File: src/rtl/led_share_pkg.sv
// Shared definitions for the LED share arbiter: FSM state encodings and a
// constant-evaluable ceil(log2) helper used for counter and index widths.
package led_share_pkg;

   localparam logic [1:0] ST_IDLE = 2'd0;
   localparam logic [1:0] ST_HOLD = 2'd1;
   localparam logic [1:0] ST_GAP  = 2'd2;

   function automatic int clog2(input int value);
      int r;
      r = 0;
      for (int v = value - 1; v > 0; v = v >> 1) begin
         r++;
      end
      return r;
   endfunction

endpackage

File: src/rtl/rr_pick.sv
// Combinational round-robin picker: first set request bit found cyclically
// starting just after the previous grantee.
module rr_pick #(
   parameter int NREQ = 2,
   parameter int IW   = 1
) (
   input  logic [NREQ-1:0] req,
   input  logic [IW-1:0]   last,
   output logic            valid,
   output logic [IW-1:0]   index
);

   logic [IW-1:0] cand;

   // Walk from the farthest candidate to the nearest so the nearest hit wins.
   always_comb begin
      valid = 1'b0;
      index = '0;
      cand  = '0;
      for (int k = NREQ; k >= 1; k--) begin
         cand = IW'((int'(last) + k) % NREQ);
         if (req[cand]) begin
            valid = 1'b1;
            index = cand;
         end
      end
   end

endmodule

File: src/rtl/led_share_arbiter.sv
// Shares one LED gate between NREQ requesters: round-robin grant, fixed hold
// time, guard gap between grants, and a global inhibit that forces release.
module led_share_arbiter
   import led_share_pkg::*;
#(
   parameter int NREQ        = 2,
   parameter int HOLD_CYCLES = 25000000,
   parameter int GAP_CYCLES  = 1
) (
   input  logic                     clk,
   input  logic                     rst,
   input  logic                     inhibit,
   input  logic [NREQ-1:0]          req,
   output logic [NREQ-1:0]          gnt,
   output logic [clog2(NREQ)-1:0]   owner,
   output logic                     led_,
   output logic                     done
);

   localparam int OW    = clog2(NREQ);
   localparam int CNT_W = clog2(((HOLD_CYCLES > GAP_CYCLES) ? HOLD_CYCLES : GAP_CYCLES) + 1);
   localparam logic [CNT_W-1:0] HOLD_LAST = CNT_W'(HOLD_CYCLES - 1);
   localparam logic [CNT_W-1:0] GAP_LAST  = CNT_W'(GAP_CYCLES - 1);

   logic [1:0]      state_reg;
   logic [CNT_W-1:0] cnt_reg;
   logic [NREQ-1:0] gnt_reg;
   logic [OW-1:0]   owner_reg;
   logic [OW-1:0]   last_reg;
   logic            led_reg;
   logic            done_reg;

   logic            pick_valid;
   logic [OW-1:0]   pick_index;
   logic [NREQ-1:0] pick_onehot;

   rr_pick #(
      .NREQ (NREQ),
      .IW   (OW)
   ) u_pick (
      .req   (req),
      .last  (last_reg),
      .valid (pick_valid),
      .index (pick_index)
   );

   for (genvar gi = 0; gi < NREQ; gi++) begin : g_onehot
      assign pick_onehot[gi] = (pick_index == OW'(gi));
   end

   always_ff @(posedge clk) begin
      if (rst) begin
         state_reg <= ST_IDLE;
         cnt_reg   <= '0;
         gnt_reg   <= '0;
         owner_reg <= '0;
         last_reg  <= OW'(NREQ - 1);
         led_reg   <= 1'b0;
         done_reg  <= 1'b0;
      end else begin
         done_reg <= 1'b0;
         case (state_reg)
            ST_IDLE: begin
               if (!inhibit && pick_valid) begin
                  gnt_reg   <= pick_onehot;
                  owner_reg <= pick_index;
                  led_reg   <= 1'b1;
                  cnt_reg   <= '0;
                  state_reg <= ST_HOLD;
               end
            end
            ST_HOLD: begin
               // Any termination advances last so peers rotate fairly.
               if (inhibit) begin
                  gnt_reg   <= '0;
                  led_reg   <= 1'b0;
                  last_reg  <= owner_reg;
                  cnt_reg   <= '0;
                  state_reg <= ST_IDLE;
               end else if (!req[owner_reg]) begin
                  gnt_reg   <= '0;
                  led_reg   <= 1'b0;
                  last_reg  <= owner_reg;
                  cnt_reg   <= '0;
                  state_reg <= ST_GAP;
               end else if (cnt_reg == HOLD_LAST) begin
                  gnt_reg   <= '0;
                  led_reg   <= 1'b0;
                  done_reg  <= 1'b1;
                  last_reg  <= owner_reg;
                  cnt_reg   <= '0;
                  state_reg <= ST_GAP;
               end else begin
                  cnt_reg <= cnt_reg + 1'b1;
               end
            end
            ST_GAP: begin
               if (cnt_reg == GAP_LAST) begin
                  cnt_reg   <= '0;
                  state_reg <= ST_IDLE;
               end else begin
                  cnt_reg <= cnt_reg + 1'b1;
               end
            end
            default: begin
               state_reg <= ST_IDLE;
               cnt_reg   <= '0;
               gnt_reg   <= '0;
               led_reg   <= 1'b0;
            end
         endcase
      end
   end

   assign gnt   = gnt_reg;
   assign owner = owner_reg;
   assign led_  = led_reg;
   assign done  = done_reg;

endmodule

File: config.mk
export PLATFORM = sky130hd
export DESIGN_NAME = led_share_arbiter
export DESIGN_NICKNAME = d
export VERILOG_FILES = /design/src/rtl/led_share_pkg.sv /design/src/rtl/rr_pick.sv /design/src/rtl/led_share_arbiter.sv
export SDC_FILE = /design/constraint.sdc
export NUM_CORES = 1
export LEC_CHECK = 0
export BUFFER_PORTS_ARGS = -buffer_cell sky130_fd_sc_hd__buf_4
export CAP_MARGIN = 15
export CORE_MARGIN = 1.5
export CORE_UTILIZATION = 59
export CTS_CLUSTER_DIAMETER = 150
export DETAILED_ROUTE_END_ITERATION = 8
export PLACE_DENSITY = 0.86
export SLEW_MARGIN = 25
export SYNTH_ARGS = -nofsm -noshare
export SYNTH_HDL_FRONTEND = slang
export SYNTH_SLANG_ARGS = --single-unit
File: constraint.sdc
create_clock -name clk -period 2.4 [get_ports clk]
set_input_delay 0.36 -clock clk [delete_from_list [all_inputs] [get_ports clk]]
set_output_delay 0.36 -clock clk [all_outputs]
set_load 0.02 [all_outputs]
Word-level counts from Yosys, hierarchy flattened
Cells that the tools add are included.
W data, S select, Z words.
- input port bits: 5
- output and inout bits: 5
- register bits: 33
- logic and storage cells: 69
- reduce and logical (&&, ||, !) cells: 9
- bitwise operators: 4
- $add $sub $neg: 3
- order comparisons: 3
- mux-type cells: 36
- equal/unequal tests: 7
- operator list (cell ; number):
    $mux W25 ; 5
    $pmux W25 S3 ; 1
    $add A25 B1 Y25 const B ; 1
    $eq A25 B25 Y1 const B ; 1
    $logic_not A25 Y1 ; 1
    $mux W1 ; 18
    $mux W2 ; 9
    $pmux W2 S3 ; 2
    $lt A1 B2 Y1 const B ; 3
    $reduce_and A3 Y1 ; 2
    $ne A2 B2 Y1 const B ; 2
    $ne A4 B4 Y1 const B ; 1
    $not A1 Y1 ; 4
    $reduce_and A2 Y1 ; 2
    $reduce_or A4 Y1 ; 1
    $ne A3 B2 Y1 const B ; 1
    $pmux W1 S3 ; 1
    $add A1 B1 Y1 const B ; 2
    $eq A2 B1 Y1 const B ; 1
    $eq A2 B2 Y1 const B ; 1
    $logic_not A2 Y1 ; 1
    $logic_and A1 B1 Y1 ; 1
    $logic_not A1 Y1 ; 1

Longest topological paths before layout
- word-level depth: 8
- gate-level depth with buffers: 9
- depth with buffers taken out: 7

Modules after synthesis
Synthesis repeated with hierarchy kept, for this count alone.
- cells, all modules: 235
- area total of the unflattened synthesis: 1945.6 um^2
- by module, submodules not included (module ; seq. area each (um^2) ; instances ; area each (um^2) ; cells an instance):
    led_share_arbiter ; 660.6 ; 1 ; 1931.9 ; 233
    rr_pick ; 0.0 ; 1 ; 13.8 ; 2

Worst setup path before layout
OpenSTA, ideal clock, no wires.
- path kind: reg2reg
- from: register cnt_reg[2]
- to: register gnt_reg[0], in the netlist gnt[0]
- data arrival time: 1789 ps
- required time: 2312 ps
- setup time: 88 ps
- setup slack: 523 ps
- path buffers: 1
- clock period less this slack: 1877 ps
- stages on the path, launching flop included: 7
- path through: dfxtp_1 > nand4_2 > or3_1 > o21ba_1 > buf_6 > or3_1 > o32ai_2
- word-level cells in the longest chain between the ends: 3
- RTL lines (element ; RTL line ; text):
    start: declaration ; led_share_arbiter.sv:26 ; logic [CNT_W-1:0] cnt_reg;
    start signal: assignment ; led_share_arbiter.sv:94 ; cnt_reg <= cnt_reg + 1'b1;
    start signal: assignment ; led_share_arbiter.sv:102 ; cnt_reg <= cnt_reg + 1'b1;
    $eq A25 B25 Y1 ; led_share_arbiter.sv:86 ; end else if (cnt_reg == HOLD_LAST) begin
    $ne A4 B4 Y1 (no source line) ; - ;
    $reduce_and A3 Y1 (no source line) ; - ;
    end signal: assignment ; led_share_arbiter.sv:65 ; gnt_reg <= pick_onehot;
    end: declaration ; led_share_arbiter.sv:27 ; logic [NREQ-1:0] gnt_reg;
No other way between the ends.
A chain may end at the register's enable or synchronous reset.

Worst setup path after layout
- from: register cnt_reg[15]
- to: register cnt_reg[21]
- word-level cells in the longest chain between the ends: 5
- elaborated cells on any way between the ends: 8
- those cells by class: add/sub (1); eq/ne (1); mux (5); reduce/logical (1)
- RTL lines (element ; RTL line ; text):
    $add A25 B1 Y25 / $eq A25 B25 Y1 (equally long branches) ; led_share_arbiter.sv:94, led_share_arbiter.sv:102, led_share_arbiter.sv:86 ;
    $mux W25 ; led_share_arbiter.sv:86 ;
    $mux W25 ; led_share_arbiter.sv:80 ; end else if (!req[owner_reg]) begin
    $mux W25 ; led_share_arbiter.sv:74 ; if (inhibit) begin
    $pmux W25 S3 (*) ; led_share_arbiter.sv:62 ; case (state_reg)
Mark *: on every way between the ends. The rest lies on a longest branch, timed or not.

==> results.toml <==
[clock_tree]
cts-htree-levels = 2
cts.sinks = 33
clock_tree.buffer_depth = 2
clkSlewWorstSetupHoldPaths_ns = 0.09
clock_latency_ns = 0.34
hold_buffers = 0
postCtsSetupRepairBufs = 0
post_cts_resized = 0
cts-buffers-inserted = 5
cts_tree = "done"
cts_root_buffer = "clkbuf_4"

[floorplan]
core-area_um2 = 2760
num_io_pins = 10
floorplan.initialDensity_pct = 62.3
die_h_um = 57.0
row_count = 19
die_w_um = 57.0
full_die_area_um2 = 3240

[synth]
syn-num-nets = 207
netlist.area_leader.share_pct = 38.5
yosys.area.top_type = "dfxtp_1"
yosys.cell_types.count = 44
synthFlopType = "dfxtp_1"
post_synth_inst_count = 197
synth-warning-count = 0
synthArstFlopShare_pct = 0
synth.ff_latch_count = 33
synth-edff-count = 0
syn-cell-area_um2 = 1720
syn-mean-instance-area_um2 = 8.72
netlist_top_cells_count = "dfxtp_1 (33), nor2_1 (33), nand2_1 (15), xnor2_1 (13)"
yosys-top-cells-area = "dfxtp_1 (38%), nor2_1 (7.2%), xnor2_1 (6.6%), xor2_1 (5.1%), ha_1 (3.6%)"
ys_seq_area_share_pct = 38.5

[power]
peakVddDrop_v = 0.000502
total_switching_power_uw = 248
share_comb_of_total_power_pct = 10.9
seq_power_share_pct = 57.3
clock_power_share_pct = 31.8
static-leakage-power_uw = 0.000647
power_switching_share_pct = 25.2
power_report.internal_total_uw = 734
power_density_nw_per_um2 = 530

[worst_setup_path]
crit_arrival_ns = 2.29
end_kind = "flop"
path_class = "flop to flop"
cp-start-kind = "flop"
worst-r2r-setup-slack_ns = 0.33
cp_max_fo = 23
critical_path_required_ns = 2.63
worst_r2r_path_depth = 6
rr_endpoint = "cnt_reg[21]"
timing.rr.start = "cnt_reg[15]"

[layout]
multiInputGateArea_um2 = 977
fillerInstances = 233
antenna_cells_inserted = 0
area.growth.synth_to_final_pct = 7.79
number_of_flip_flops_under_the_largest_register_name = 25
sequential_cell_area_um2 = 661
drive_gt1_share_pct = 10.6
final_net_count = 218

[sta]
max_slew.worst_pin.slew_ns = 0.628
drv_slew = 0
grt_setup_unrepaired = "false"
min_period_over_period_pct = 86.1
finalCriticalPeriod_ns = 2.07
post-route-worst-setup-slack_ns = 0.334
final_skew_ns = 0.00848
maxSlewHeadroom_pct = 58.0
final_hold_viol_count = 0
final.setup.tns_ns = 0
fmax_mhz = 484
setup_viol = 0

[routing]
via_count = 1437
drt_pre_antenna_iters = 4
drtIter0Drc = 45
postRouteWirelength_mm = 3.40
number_of_antenna_violating_nets_in_the_routed_design = 0
routed_via_density = 6.01
post-route-drc-count = 0
avgRoutedWirePerCell_um = 14.2

[worst_hold_path]
whs_endpoint = "owner"
holdCritPathClass = "primary input to flop"
cell_count_of_the_worst_hold_path = 2
min_from = "rst"

[run_status]
run_status = "finished, final reports clean"

[run]
cap_viol_max_count = 0

[placed_design]
post_place_worst_slack_ns = 0.164
gpl.final_weighted_congestion = 0.864
dp_hpwl_mm = 2.51
port-buffer-count = 9

[grt]
pin_count_of_the_biggest_net_entering_global_routing = 24
wire_length_of_the_first_global_routing_pass_mm = 5.82
vias_in_the_first_global_route = 1344
initial_antenna_violation_count = 0
track_usage_pct = 23.3
globalRoute.totalOverflow = 0
-- placed cells by master, fill, tap and decap left out, types with 4 or more instances in the layout --
cell      netlist  routed
buf_4           2      11
xnor2_1        13      13
nand2_1        15      15
nor3_1          9       9
inv_1          10      10
clkbuf_4        0       5
nor4_1          6       6
ha_1            5       5
nor2_1         33      33
nand4_1         9       9
and4_1          4       4
dfxtp_1        33      33
nand3_1         8       8
xor2_1         10      10
-- layout make-up --
class | count | share of cell area, %
Clock buffer | 7 | 2.97
Inverter | 10 | 2.03
Multi-Input combinational cell | 147 | 52.8
Timing Repair Buffer | 11 | 4.46
Sequential cell | 33 | 35.7
Tap cell | 31 | 2.09
-- worst max path at each step --
stage | slack, ns | to | start | cells past startpoint
after CTS | 0.34 | cnt_reg[21] | cnt_reg[2] | 6
after floorplan | 0.52 | gnt[0] | cnt_reg[2] | 6
after global placement | 0.27 | cnt_reg[16] | req[0] | 7
final | 0.33 | cnt_reg[21] | cnt_reg[15] | 6
after detailed placement | 0.16 | cnt_reg[21] | req[0] | 7
after global routing | 0.18 | cnt_reg[21] | cnt_reg[7] | 6
-- metrics by stage --
step                      util, %  power, uW  cells  hold slack (ns)  instance area [um2]
after detailed placement     65.2        682    232            0.478                 1800
final                        67.2        982    239            0.282                 1850
after global placement       65.2        677    232            0.466                 1800
after floorplan                 -        655    197            0.476                 1720
after global routing         67.2       1030    239            0.269                 1850
after CTS                    67.2        992    239            0.267                 1850
-- cells by family after synthesis --
family          share of synthesized area (%)
simple gates                             28.8
flops                                    38.5
xor+xnor                                 11.7
compound gates                           11.4
buf+inv                                  4.66
fa+ha+maj                                3.64
mux                                      1.24
-- worst max-delay path: stages, from the launching register on --
cell and delay, ns:
dfxtp_1 0.36, nor4_1 0.46, nand4_1 0.20, o21ba_1 0.33, o31ai_4 0.24, buf_4 0.27
nor2_1 0.08
-- power by group through the flow --
| stage | Sequential, uW | Combinational (uW) | Clock, uW |
|---|---|---|---|
| after floorplan | 580 | 74.8 | 0 |
| after global placement | 575 | 102 | 0 |
| after detailed placement | 575 | 106 | 0 |
| after CTS | 563 | 107 | 323 |
| after global routing | 564 | 117 | 348 |
| final | 563 | 107 | 313 |
-- per-layer routing --
layer  track usage, %  vias up  share of wire [%]
met5                0        -                  0
li1                 -      713                  -
met3             7.48        6                5.2
met2             36.9       33                 48
met4             10.6        0                1.8
met1             28.9      685                 45
Power figures use the tool's default switching activity.
